## src/rtl/universal_reg_pkg.sv

```systemverilog
// -----------------------------------------------------------------------------
// universal_reg_pkg
// Shared types for the universal register: the opcode encoding seen on the
// 'op' port and the two-state control FSM. A small helper identifies the
// multi-cycle shift/rotate opcodes so the top and the shifter agree on them.
// Optional feature macro used by the design: UNIVERSAL_REG_FLAGS_EN
// -----------------------------------------------------------------------------
package universal_reg_pkg;

   // Opcode encoding of the 3-bit 'op' port
   typedef enum logic [2:0] {
      OP_NOP = 3'd0,
      OP_CLR = 3'd1,
      OP_LD  = 3'd2,
      OP_INC = 3'd3,
      OP_DEC = 3'd4,
      OP_SHR = 3'd5,
      OP_SHL = 3'd6,
      OP_ROR = 3'd7
   } opcode_e;

   // IDLE accepts operations, SHIFT walks a multi-cycle shift one bit per edge
   typedef enum logic {
      ST_IDLE  = 1'b0,
      ST_SHIFT = 1'b1
   } state_e;

   // True for the opcodes that take one cycle per shifted bit
   function automatic logic isShiftOp(opcode_e opCode);
      return (opCode == OP_SHR) || (opCode == OP_SHL) || (opCode == OP_ROR);
   endfunction

endpackage

```

## src/rtl/universal_reg_shifter.sv

```systemverilog
// -----------------------------------------------------------------------------
// universal_reg_shifter
// Purely combinational one-bit step of the shift/rotate datapath.
// Ports:
//   data_i    current register value
//   op_i      shift opcode (SHR, SHL, ROR); anything else passes data through
//   fill_i    bit inserted by SHR (at MSB) and SHL (at LSB)
//   data_o    value after one step
//   outBit_o  the bit that left the register on this step
// -----------------------------------------------------------------------------
module universal_reg_shifter
   import universal_reg_pkg::*;
#(
   parameter int DATA_WIDTH = 16
) (
   input  logic [DATA_WIDTH-1:0] data_i,
   input  opcode_e               op_i,
   input  logic                  fill_i,
   output logic [DATA_WIDTH-1:0] data_o,
   output logic                  outBit_o
);

   // One-bit step; ROR feeds the LSB back into the MSB so nothing is lost
   always_comb begin
      data_o   = data_i;
      outBit_o = 1'b0;
      unique case (op_i)
         OP_SHR: begin
            data_o   = {fill_i, data_i[DATA_WIDTH-1:1]};
            outBit_o = data_i[0];
         end
         OP_SHL: begin
            data_o   = {data_i[DATA_WIDTH-2:0], fill_i};
            outBit_o = data_i[DATA_WIDTH-1];
         end
         OP_ROR: begin
            data_o   = {data_i[0], data_i[DATA_WIDTH-1:1]};
            outBit_o = data_i[0];
         end
         default: begin
            data_o   = data_i;
            outBit_o = 1'b0;
         end
      endcase
   end

endmodule

```

## src/rtl/universal_reg.sv

```systemverilog
// -----------------------------------------------------------------------------
// universal_reg
// A DATA_WIDTH-bit register with clear, load, increment, decrement and
// multi-cycle shift-right / shift-left / rotate-right operations.
// Ports:
//   clk, rst        rising-edge clock, asynchronous active-high reset
//   op_valid/ready  operation handshake; ready is high only in IDLE
//   op, in          opcode and load data
//   amt, fill       shift bit count (clamped to DATA_WIDTH) and fill bit
//   flush           synchronous abort-and-clear
//   out             register value
//   done            one-cycle pulse after the edge that completes an operation
//   zero/neg/carry  status flags
// Optional feature: define UNIVERSAL_REG_FLAGS_EN to build the status flags;
// without it the flag ports exist but are tied low.
// -----------------------------------------------------------------------------
module universal_reg
   import universal_reg_pkg::*;
#(
   parameter int DATA_WIDTH = 16,
   localparam int AMT_WIDTH = $clog2(DATA_WIDTH) + 1
) (
   input  logic                  clk,
   input  logic                  rst,
   input  logic                  op_valid,
   output logic                  op_ready,
   input  logic [2:0]            op,
   input  logic [DATA_WIDTH-1:0] in,
   input  logic [AMT_WIDTH-1:0]  amt,
   input  logic                  fill,
   input  logic                  flush,
   output logic [DATA_WIDTH-1:0] out,
   output logic                  done,
   output logic                  zero,
   output logic                  neg,
   output logic                  carry
);

   localparam logic [AMT_WIDTH-1:0] MaxAmt = AMT_WIDTH'(DATA_WIDTH);

   state_e                  state_q;
   opcode_e                 shiftOp_q;
   logic [AMT_WIDTH-1:0]    count_q;
   logic                    fill_q;
   logic [DATA_WIDTH-1:0]   out_q;
   logic                    done_q;

   opcode_e                 opIn;
   logic [AMT_WIDTH-1:0]    count_d;
   logic [DATA_WIDTH-1:0]   shiftData;

   assign opIn    = opcode_e'(op);
   assign count_d = (amt > MaxAmt) ? MaxAmt : amt;

   // The shifter always works on the latched opcode/fill, so changes on the
   // op/amt/fill ports during SHIFT cannot disturb an operation in flight
`ifdef UNIVERSAL_REG_FLAGS_EN
   logic carry_q;
   logic shiftBit;

   universal_reg_shifter #(.DATA_WIDTH(DATA_WIDTH)) uShifter (
      .data_i   (out_q),
      .op_i     (shiftOp_q),
      .fill_i   (fill_q),
      .data_o   (shiftData),
      .outBit_o (shiftBit)
   );
`else
   universal_reg_shifter #(.DATA_WIDTH(DATA_WIDTH)) uShifter (
      .data_i   (out_q),
      .op_i     (shiftOp_q),
      .fill_i   (fill_q),
      .data_o   (shiftData),
      .outBit_o ()
   );
`endif

   // Control FSM and datapath registers. done is a registered pulse that is
   // cleared every cycle unless the current edge completes an operation.
   // A shift is accepted without moving any bit; each following edge in
   // SHIFT moves one bit, and the edge that sees count_q==1 is the last.
   always_ff @(posedge clk or posedge rst) begin
      if (rst) begin
         state_q   <= ST_IDLE;
         shiftOp_q <= OP_NOP;
         count_q   <= '0;
         fill_q    <= 1'b0;
         out_q     <= '0;
         done_q    <= 1'b0;
`ifdef UNIVERSAL_REG_FLAGS_EN
         carry_q   <= 1'b0;
`endif
      end else begin
         done_q <= 1'b0;
         unique case (state_q)
            ST_IDLE: begin
               if (flush) begin
                  out_q <= '0;
`ifdef UNIVERSAL_REG_FLAGS_EN
                  carry_q <= 1'b0;
`endif
               end else if (op_valid) begin
                  if (isShiftOp(opIn) && (amt != '0)) begin
                     state_q   <= ST_SHIFT;
                     shiftOp_q <= opIn;
                     count_q   <= count_d;
                     fill_q    <= fill;
                  end else begin
                     done_q <= 1'b1;
                     unique case (opIn)
                        OP_CLR: begin
                           out_q <= '0;
`ifdef UNIVERSAL_REG_FLAGS_EN
                           carry_q <= 1'b0;
`endif
                        end
                        OP_LD: begin
                           out_q <= in;
`ifdef UNIVERSAL_REG_FLAGS_EN
                           carry_q <= 1'b0;
`endif
                        end
                        OP_INC: begin
                           out_q <= out_q + DATA_WIDTH'(1);
`ifdef UNIVERSAL_REG_FLAGS_EN
                           carry_q <= &out_q;
`endif
                        end
                        OP_DEC: begin
                           out_q <= out_q - DATA_WIDTH'(1);
`ifdef UNIVERSAL_REG_FLAGS_EN
                           carry_q <= (out_q == '0);
`endif
                        end
                        default: begin
                           out_q <= out_q;
                        end
                     endcase
                  end
               end
            end
            ST_SHIFT: begin
               if (flush) begin
                  out_q   <= '0;
                  state_q <= ST_IDLE;
                  count_q <= '0;
`ifdef UNIVERSAL_REG_FLAGS_EN
                  carry_q <= 1'b0;
`endif
               end else begin
                  out_q   <= shiftData;
                  count_q <= count_q - AMT_WIDTH'(1);
`ifdef UNIVERSAL_REG_FLAGS_EN
                  carry_q <= shiftBit;
`endif
                  if (count_q == AMT_WIDTH'(1)) begin
                     state_q <= ST_IDLE;
                     done_q  <= 1'b1;
                  end
               end
            end
            default: begin
               state_q <= ST_IDLE;
            end
         endcase
      end
   end

   // Ready follows the state register, so reset raises it immediately
   assign op_ready = (state_q == ST_IDLE);
   assign out      = out_q;
   assign done     = done_q;

   // Status flags derived from the register value and the carry register
`ifdef UNIVERSAL_REG_FLAGS_EN
   assign zero  = (out_q == '0);
   assign neg   = out_q[DATA_WIDTH-1];
   assign carry = carry_q;
`else
   assign zero  = 1'b0;
   assign neg   = 1'b0;
   assign carry = 1'b0;
`endif

endmodule

```

## config.mk

```make
export PLATFORM = sky130hd
export DESIGN_NAME = universal_reg
export DESIGN_NICKNAME = d
export VERILOG_FILES = /design/src/rtl/universal_reg_pkg.sv /design/src/rtl/universal_reg_shifter.sv /design/src/rtl/universal_reg.sv
export SDC_FILE = /design/constraint.sdc
export NUM_CORES = 1
export LEC_CHECK = 0
export BUFFER_PORTS_ARGS = -buffer_cell sky130_fd_sc_hd__buf_2
export CORE_MARGIN = 2
export CORE_UTILIZATION = 57
export CTS_BUF_LIST = sky130_fd_sc_hd__clkbuf_4 sky130_fd_sc_hd__clkbuf_8 sky130_fd_sc_hd__clkbuf_16
export DETAILED_ROUTE_END_ITERATION = 8
export PLACE_DENSITY_LB_ADDON = 0.1
export SYNTH_ARGS = -nofsm -noshare
export SYNTH_HDL_FRONTEND = slang
export SYNTH_HIERARCHICAL = 1
export SYNTH_SLANG_ARGS = --single-unit
```

## constraint.sdc

```tcl
create_clock -name clk -period 3 [get_ports clk]
set_clock_uncertainty 0.2 [all_clocks]
set_input_delay 0.3 -clock clk [delete_from_list [all_inputs] [get_ports clk]]
set_output_delay 0.3 -clock clk [all_outputs]
set_load 0.01 [all_outputs]
```

**Word-level counts from Yosys, hierarchy flattened**

Index checks and enable logic that the tools add are counted.

- Output and inout port bits: 21
- Bits in writable memories: 0
- Input bits: 29
- Word-level logic and storage cells: 62
- Bits in latches: 0
- Memories: 0
- Memory bits (read-only): 0
- Register bits after elaboration: 27

- $add $sub $neg: 3
- Div/mod/pow operators: 0
- Multipliers: 0
- Multiplexer cells: 25
- Magnitude comparators: 1
- Bitwise gates (word level): 2
- Reductions and logical operators: 7
- Equal/unequal tests: 18
- Shifts and indexed selects: 0

Operators by type and width:

| cell | number |
|---|---|
| two-way mux 16 bit | 4 |
| case mux 16 bit (4 select lines) | 1 |
| case mux 16 bit (3 select lines) | 1 |
| case mux 16 bit (2 select lines) | 1 |
| two-way mux 5 bit | 5 |
| == test 3 bit, second input constant | 7 |
| adder 16 x 1 -> 16 bit, second input constant | 1 |
| subtractor 16 x 1 -> 16 bit, second input constant | 1 |
| two-way mux 1 bit | 10 |
| case mux 5 bit (2 select lines) | 1 |
| AND reduction 4 bit | 2 |
| == test 3 x 2 -> 1 bit, second input constant | 2 |
| != test 6 x 1 -> 1 bit, second input constant | 1 |
| == test 5 x 1 -> 1 bit, second input constant | 1 |
| > comparator 5 bit, second input constant | 1 |
| != test 5 x 2 -> 1 bit, second input constant | 1 |
| nonzero test 5 bit | 1 |
| subtractor 5 x 1 -> 5 bit, second input constant | 1 |
| != test 2 bit, second input constant | 2 |
| case mux 1 bit (2 select lines) | 2 |
| == test 3 x 1 -> 1 bit, second input constant | 1 |
| != test 3 x 2 -> 1 bit, second input constant | 1 |
| != test 3 bit, second input constant | 1 |
| AND reduction 3 bit | 1 |
| 4 further kinds | 6 |

**Longest topological paths before layout**

Gate-level depths: netlist of run 1.

- Depth in word-level cells: 8
- Depth in mapped cells: 11
- Depth with buffers taken out: 10

**Modules after synthesis**

Netlist of run 1, hierarchy kept.

Modules (own cells, without submodules):

| module | sequential area each (µm²) | area each (µm²) | instances | cells an instance |
|---|---|---|---|---|
| universal_reg | 675.6 | 2,279.7 | 1 | 270 |
| universal_reg_shifter | 0.0 | 396.6 | 1 | 46 |

**Worst setup path after synthesis of run 1**

OpenSTA, ideal clock, no wires.

- Path type: input-to-reg
- Start: input op[1]
- End: register out_q[15], in the netlist out[15]
- Setup time: 0.140 ns
- Cell stages on the path: 11
- Path buffers: 1
- Data arrival time: 2.359 ns
- Required time: 2.660 ns
- Path slack: 0.301 ns
- Cell sequence: nor2_1 nand2_1 inv_1 ha_1 clkbuf_1 a21oi_1 o21ai_0 a221o_1 o21ai_1 mux2i_1 o2111ai_1

- Word-level cells in the longest chain between the ends: 6
- Elaborated cells between the ends (all ways): 18
- Classes of those cells: 9 x eq/ne; 5 x mux; 4 x reduce/logical

RTL lines:

| item | RTL line | text |
|---|---|---|
| start: declaration | universal_reg.sv:27 | `input logic [2:0] op,` |
| == test 3 bit (tied with other cells) | universal_reg.sv:110 | `unique case (opIn)` |
| case mux 16 bit (4 select lines) or logical OR 1 bit (tied branches) | universal_reg.sv:110, universal_reg_pkg.sv:30 |  |
| two-way mux 16 bit or logical OR 1 bit (tied branches) | universal_reg.sv:103, universal_reg_pkg.sv:30 |  |
| two-way mux 16 bit or logical AND 1 bit (tied branches) | universal_reg.sv:102, universal_reg.sv:103 |  |
| two-way mux 16 bit or != test 3 bit (tied branches) | -- |  |
| case mux 16 bit (2 select lines) or AND reduction 4 bit (tied branches) | -- |  |
| end signal: assignment | universal_reg.sv:118 | `out_q <= in;` |
| end signal: assignment | universal_reg.sv:124 | `out_q <= out_q + DATA_WIDTH'(1);` |
| end signal: assignment | universal_reg.sv:130 | `out_q <= out_q - DATA_WIDTH'(1);` |
| end: declaration | universal_reg.sv:45 | `logic [DATA_WIDTH-1:0] out_q;` |

Parallel ways exist; a longest one is shown, timed or not. The select of a mux whose other input is x is not followed.
A chain may end at the register's enable or synchronous reset.

**Worst setup path after layout of run 1**

Ends and elaborated chain as after synthesis.

==> impl_summary.log, run 1 <==
INFO  metric netlist_area = 2660 µm²
INFO  metric post_route_cell_area = ~3000 µm²
INFO  metric cts_root_buffer = sky130_fd_sc_hd__clkbuf_8
INFO  metric finalNetCount = 409
INFO  metric leading_cell_type_in_the_layout_fill_and_taps_excluded = sky130_fd_sc_hd__buf_2
INFO  metric max_stage_delay = 0.35 ns
INFO  metric fin_worst_hold_slack = 0.0242 ns
INFO  metric drtIter0Drc = between 200 and 300
INFO  metric clock-sinks = 27
INFO  metric outcome = complete, no violations
INFO  metric crit_path_cell_trace = buf_2 > nor2_1 > nand2_1 > inv_1 > buf_4 > ha_1 > a21oi_1 > o21ai_0 > a221o_1 > o21ai_1 > mux2i_1 > o2111ai_1
INFO  metric end_kind = register
INFO  metric cts-buffers-inserted = 3
INFO  metric post_synth.cell_area_avg = roughly 8.5 µm²
INFO  metric min_setup_slack_post_route = approximately 0.28 ns
INFO  metric die_area = around 5200 µm²
INFO  metric cp_max_fo = 11
INFO  metric worst_slew_margin_rel = 52.9%
INFO  metric grt_setup_unrepaired = no
INFO  metric drv_slew = 0
INFO  metric critPathKind = primary input to register
INFO  metric hold_path_depth = 2
INFO  metric max_cap_viol_count = 0
INFO  metric initial_core_util = around three fifths
INFO  metric routed_wl = roughly 7700 µm
INFO  metric placed_area = between 2000 and 3000 µm²
INFO  metric cts_hold_buf = 1
INFO  metric clock_latency_of_the_later_clocked_register_in_the_worst_skew_pair = about 0.30 ns
INFO  metric track_usage = a little under a third
INFO  metric worstPathBufferInverterCount = 3
INFO  metric worst_path_max_delay_cell = sky130_fd_sc_hd__a221o_1
INFO  metric totalPowerFinal = ~1.2 mW
INFO  metric dieHeight = between 70 and 80 µm
INFO  metric layout-drive-gt1-share = roughly a quarter
INFO  metric die_w = roughly 72 µm
INFO  metric ff2ff_setup_slack = roughly 0.28 ns
INFO  metric synth_cells = 314
INFO  metric fillerInstances = between 300 and 400
INFO  metric r2r_cells = 8
INFO  metric critPathRequiredTime = 2.96 ns
INFO  metric cp_data_arrival_time = around 2.7 ns
INFO  metric antenna_found_initial = 0
INFO  metric detailroute.via_count = approximately 2800
INFO  metric drc = 0
INFO  metric top_level_ports = 50
INFO  metric rows = 24
INFO  metric timing_worst_slew_pin_value = between 0.7 and 0.8 ns
INFO  metric post_cts_buffers = 0
INFO  metric power-per-cell-area = ~390 nW/µm²
INFO  metric holdCritPathClass = primary input to register
INFO  metric critical_path.reg2reg.startpoint = out[1]
INFO  metric cts_tree = built
INFO  metric grt_overflow = 0
INFO  metric path_clk_slew = 0.11 ns
INFO  metric finalWeightedCongestion = roughly 0.93
INFO  metric post_drt_via_cell_ratio = about 6.7
INFO  metric period_minus_slack = 2.72 ns
INFO  metric pre_cts_ws = 0.0496 ns
INFO  metric grt_first_pass_wirelength = roughly 13000 µm
INFO  metric diodes = 0
INFO  metric r2r-end = out[12]
INFO  metric cts.repair.resized = 0
INFO  metric cts-root-to-sink-buffers = 2
INFO  metric htree_num_levels = 1
INFO  metric wl_per_cell = about 19 µm
INFO  metric final-setup-viol-count = 0
INFO  metric timing.fmax = roughly 370 MHz
INFO  metric drt-pass1-iter-count = 5
INFO  metric port_buffers = 46
INFO  metric crit_family = compound AO/OA/AOI/OAI gates
INFO  metric end_point_of_the_most_critical_hold_path = fill_q
INFO  metric area_growth_syn_to_layout = 13.1%
INFO  metric number_of_antenna_violating_nets_in_the_routed_design = 0
INFO  metric yosys_warnings = 6
INFO  metric maximum_number_of_pins_on_one_net_before_global_route_repair = 28
INFO  metric hold_violations = 0
INFO  metric worst_ir_drop_vdd = roughly 300 µV
INFO  metric holdCritStartpoint = fill
INFO  metric grt_pass1_vias = 2568
INFO  metric setup.worst_path.start_class = primary input
INFO  metric p_leak = 1.43 nW
INFO  metric layout_worst_path_cycle_share = between 90% and 100%
INFO  metric setup_tns = 0 ns
INFO  metric most-common-layout-cells = 46 x sky130_fd_sc_hd__buf_2, 28 x sky130_fd_sc_hd__nand2_1, 27 x sky130_fd_sc_hd__dfrtp_1
INFO  metric core_region_area = 4410 µm²
INFO  metric dpl.hpwl = 5530 µm
-- per-layer routing --
metal	GRT usage (%)	wire length, µm	up-vias
li1	-	-	1307
met1	42.4	3410	1289
met2	51.3	3670	145
met3	2.78	510	13
met4	7.13	72	0
met5	0	0	-
-- flip-flops by register name, indices dropped and copies added, names as in the netlist --
signal / count
count_q: 5
done: 1
fill_q: 1
out: 16
shiftOp_q: 3
state_q: 1
-- where the power goes --
group	internal, mW	switching, mW
clock network	0.0983	0.139
logic	0.192	0.266
registers	0.410	0.0748
-- area by class of cell --
| cell class | instances | area, µm² | area share, % |
|---|---|---|---|
| Sequential cell | 27 | 676 | 22.4 |
| Multi-Input combinational cell | 257 | 1820 | 60.4 |
| Clock inverter | 1 | 8.76 | 0.291 |
| Inverter | 11 | 41.3 | 1.37 |
| Tap cell | 52 | 65.1 | 2.16 |
| Clock buffer | 3 | 41.3 | 1.37 |
| Timing Repair Buffer | 63 | 360 | 12.0 |
-- worst max path at each step --
stage	cells past startpoint	endpoint	slack, ns	startpoint
after floorplan	11	out[15]	0.30	op[1]
after global routing	8	out[12]	0.1	out[1]
after CTS	12	out[15]	0.33	op[1]
after detailed placement	12	out[15]	0.05	op[1]
final	12	out[15]	0.28	op[1]
after global placement	11	out[15]	0.14	op[1]
-- worst register-to-register path: stages (launching register included) --
cell                        delay, ns
sky130_fd_sc_hd__dfrtp_1         0.49
sky130_fd_sc_hd__inv_1           0.10
sky130_fd_sc_hd__fa_1            0.44
sky130_fd_sc_hd__nor2b_1         0.18
sky130_fd_sc_hd__o211ai_1        0.14
sky130_fd_sc_hd__a2111oi_0       0.62
sky130_fd_sc_hd__nor3_1          0.15
sky130_fd_sc_hd__xor2_1          0.17
sky130_fd_sc_hd__o21ai_0         0.14
-- through the flow --
| step | std cells | util, % |
|---|---|---|
| final | 414 | 68.2 |
| after global routing | 414 | 68.2 |
| after CTS | 414 | 68.2 |
| after detailed placement | 409 | 66.8 |
| after global placement | 409 | 66.8 |
| after floorplan | 316 | - |
No activity file was read; power rests on OpenSTA's default activity.
==> run 2: changes to the inputs <==
==> constraint.sdc (replaced) <==
create_clock -name clk -period 3 [get_ports clk]
set_clock_uncertainty 0.2 [all_clocks]
set_input_delay 0.15 -clock clk [delete_from_list [all_inputs] [get_ports clk]]
set_output_delay 0.15 -clock clk [all_outputs]
set_load 0.01 [all_outputs]
==> run 2 against run 1 <==
Against the previous run:
- count of clock-buffer cells in the layout is the same
- final cell count grew 1.9%
- power increased by 2.1%
- design area grew 3.9%
- sequential power about the same
- critical path depth rose by 3
- non-clock buffer count up 8
- routed wire length is 4.7% higher
- largest power group is now combinational logic
- global-route usage grew 1.2 points
- combinational power is 5.7% higher
- die area stayed put
- critical endpoint is now out[12]
- register-to-register slack gained 0.11 ns
- critical path type unchanged
==> impl_summary.log, run 2 (synthesized netlist as in run 1, its figures left out) <==
INFO  metric outcome = complete, no violations
INFO  metric post_route_cell_area = 3130 µm² (+3.9%)
INFO  metric cts_root_buffer = sky130_fd_sc_hd__clkbuf_8
INFO  metric final-setup-viol-count = 0 (unchanged)
INFO  metric drc = 0 (unchanged)
INFO  metric max_stage_delay = 0.53 ns (+0.18 ns)
INFO  metric cts-root-to-sink-buffers = 2 (unchanged)
INFO  metric layout-drive-gt1-share = 24.9% (+1.4 points)
INFO  metric worstSetupPathDepth = 15 (+3)
INFO  metric holdCritPathClass = primary input to register
INFO  metric power-per-cell-area = 385 nW/µm² (-1.8%)
INFO  metric dpl.hpwl = 5610 µm (+1.3%)
INFO  metric post_drt_via_cell_ratio = 6.79 (+2.0%)
INFO  metric clock_latency_of_the_later_clocked_register_in_the_worst_skew_pair = 0.29 ns (about the same)
INFO  metric detailroute.via_count = 2864 (+4.0%)
INFO  metric routed_wl = 8020 µm (+4.7%)
INFO  metric fillerInstances = 373 (-2.9%)
INFO  metric setup.worst_path.start_class = primary input
INFO  metric maximum_number_of_pins_on_one_net_before_global_route_repair = 19 (-32%)
INFO  metric pre_cts_ws = 0.292 ns (+0.243 ns)
INFO  metric critical_path.reg2reg.startpoint = out[0]
INFO  metric critPathRequiredTime = 3.02 ns (+0.06 ns)
INFO  metric cp_data_arrival_time = 2.86 ns (+0.18 ns)
INFO  metric worstPathBufferInverterCount = 6 (+3)
INFO  metric htree_num_levels = 1 (unchanged)
INFO  metric area_growth_syn_to_layout = 17.5%
INFO  metric crit_family = buffers and inverters
INFO  metric area_occupied_by_multi_input_gates = 1860 µm² (+2.2%)
INFO  metric hold_violations = 0 (unchanged)
INFO  metric cts-buffers-inserted = 3 (unchanged)
INFO  metric layout_worst_path_cycle_share = 94.7% (+3.9 points)
INFO  metric drv_slew = 0 (unchanged)
INFO  metric path_clk_slew = 0.11 ns (about the same)
INFO  metric placed_area = 2940 µm² (-0.51%)
INFO  metric number_of_antenna_violating_nets_in_the_routed_design = 0 (unchanged)
INFO  metric worst_slew_margin_rel = 49.6% (-3.3 points)
INFO  metric fin_worst_hold_slack = 0.00167 ns (-0.0225 ns)
INFO  metric antenna_found_initial = 0 (unchanged)
INFO  metric finalWeightedCongestion = 0.933 (+0.29%)
INFO  metric grt_pass1_vias = 2658 (+3.5%)
INFO  metric most-common-layout-cells = 46 x sky130_fd_sc_hd__buf_2, 27 x sky130_fd_sc_hd__nand2_1, 27 x sky130_fd_sc_hd__dfrtp_1
INFO  metric largest_register_ffs = 16 (unchanged)
INFO  metric worst_ir_drop_vdd = 281 µV (-6.0%)
INFO  metric initial_core_util = 60.3% (unchanged)
INFO  metric grt_setup_unrepaired = yes
INFO  metric p_leak = 1.46 nW (+2.1%)
INFO  metric top_level_ports = 50 (unchanged)
INFO  metric holdCritStartpoint = in[11]
INFO  metric drt-pass1-iter-count = 5 (unchanged)
INFO  metric r2r_cells = 10 (+2)
INFO  metric die_w = 72.3 µm (unchanged)
INFO  metric cts_tree = built
INFO  metric clock-sinks = 27 (unchanged)
INFO  metric leading_cell_type_in_the_layout_fill_and_taps_excluded = sky130_fd_sc_hd__buf_2
INFO  metric core_region_area = 4410 µm² (unchanged)
INFO  metric period_minus_slack = 2.84 ns (+0.118 ns)
INFO  metric crit_path_cell_trace = dlygate4sd3_1 > buf_2 > nor2_1 > nand2_2 > inv_1 > buf_4 > ha_1 > nor2b_1 > o211ai_1 > buf_4 > buf_4 > a2111oi_4 > nor3_1 > xor2_1 > o21ai_1
INFO  metric setup_tns = 0 ns (unchanged)
INFO  metric max_cap_viol_count = 0 (unchanged)
INFO  metric grt_overflow = 0 (unchanged)
INFO  metric worst_path_max_delay_cell = sky130_fd_sc_hd__dlygate4sd3_1
INFO  metric end_kind = register
INFO  metric finalNetCount = 417 (+2.0%)
INFO  metric wl_per_cell = 19.0 µm (+2.7%)
INFO  metric ff_latch_area = 676 µm² (unchanged)
INFO  metric hold_path_depth = 5 (+3)
INFO  metric diodes = 0 (unchanged)
INFO  metric drtIter0Drc = 237 (-16%)
INFO  metric critical_path.most_common_cell = sky130_fd_sc_hd__buf_4
INFO  metric critPathKind = primary input to register
INFO  metric track_usage = 31.7% (+1.2 points)
INFO  metric die_area = 5230 µm² (unchanged)
INFO  metric end_point_of_the_most_critical_hold_path = out[11]
INFO  metric grt_first_pass_wirelength = 13100 µm (+4.6%)
INFO  metric r2r-end = out[12]
INFO  metric ff2ff_setup_slack = 0.39 ns (+0.11 ns)
INFO  metric min_setup_slack_post_route = 0.160 ns (-0.118 ns)
INFO  metric timing.fmax = 352 MHz (-4.2%)
INFO  metric cp_max_fo = 7 (-4)
INFO  metric port_buffers = 46 (unchanged)
INFO  metric dieHeight = 72.3 µm (unchanged)
INFO  metric timing_worst_slew_pin_value = 0.756 ns (+0.0509 ns)
INFO  metric rows = 24 (unchanged)
## run 2: cell types whose count changed in the layout (fill, tap and decap cells not counted), moves of 2 or more
cell                            previous run  this run
sky130_fd_sc_hd__o21ai_0                  18        16
sky130_fd_sc_hd__a21oi_2                   1         3
sky130_fd_sc_hd__a21oi_1                  23        21
sky130_fd_sc_hd__dlygate4sd3_1             1         9
## run 2: cell type report
class                      count  area share, %
sequential                    27           21.6
tap                           52           2.08
clock buffer                   3           1.32
clock inverter                 1          0.240
multi-input combinational    257           59.4
inverter                      11           1.32
timing repair buffer          71           14.1
## run 2: stage by stage
| step | power [mW] | instances | util, % |
|---|---|---|---|
| floorplan | 0.813 | 316 | - |
| global placement | 0.937 | 407 | 66.5 |
| detailed placement | 0.942 | 407 | 66.5 |
| CTS | 1.18 | 420 | 69.6 |
| global route | 1.27 | 422 | 70.9 |
| finish | 1.20 | 422 | 70.9 |
## run 2: worst register-to-register path, cell delays in order (launching register included)
cell and delay (ns):
sky130_fd_sc_hd__dfrtp_1 0.48, sky130_fd_sc_hd__inv_1 0.12, sky130_fd_sc_hd__fa_1 0.48, sky130_fd_sc_hd__nor2b_1 0.17, sky130_fd_sc_hd__o211ai_1 0.12, sky130_fd_sc_hd__buf_4 0.16, sky130_fd_sc_hd__buf_4 0.13, sky130_fd_sc_hd__a2111oi_4 0.31
sky130_fd_sc_hd__nor3_1 0.10, sky130_fd_sc_hd__xor2_1 0.15, sky130_fd_sc_hd__o21ai_1 0.12
## run 2: report_power, final
part           switching, mW  internal, mW  leakage (nW)  total (mW)
Clock                  0.143        0.0951        0.0217       0.238
Sequential            0.0715         0.410         0.354       0.481
Combinational          0.282         0.202          1.08       0.484
## run 2: timing repair
item                       CTS  global route
hold endpoints to repair    25             0
gates resized for setup      0            11
hold buffers                 9             0
setup endpoints to repair    0             7
setup buffers                0             2
## run 2: how the worst max path moves through the flow
stage	startpoint	endpoint	slack, ns
after floorplan	op[1]	out[15]	0.45
after global placement	op[1]	out[15]	0.36
after detailed placement	op[0]	out[15]	0.29
after CTS	op[1]	out[15]	0.06
after global routing	op[1]	out[12]	-0.05
final	op[1]	out[12]	0.16
## run 2: metal layers
metal / routed length, µm / GRT usage, % / up-vias
li1: - / - / 1321
met1: 3410 / 45.0 / 1349
met2: 3730 / 51.4 / 175
met3: 716 / 3.06 / 19
met4: 165 / 8.81 / 0
met5: 0 / 0 / -
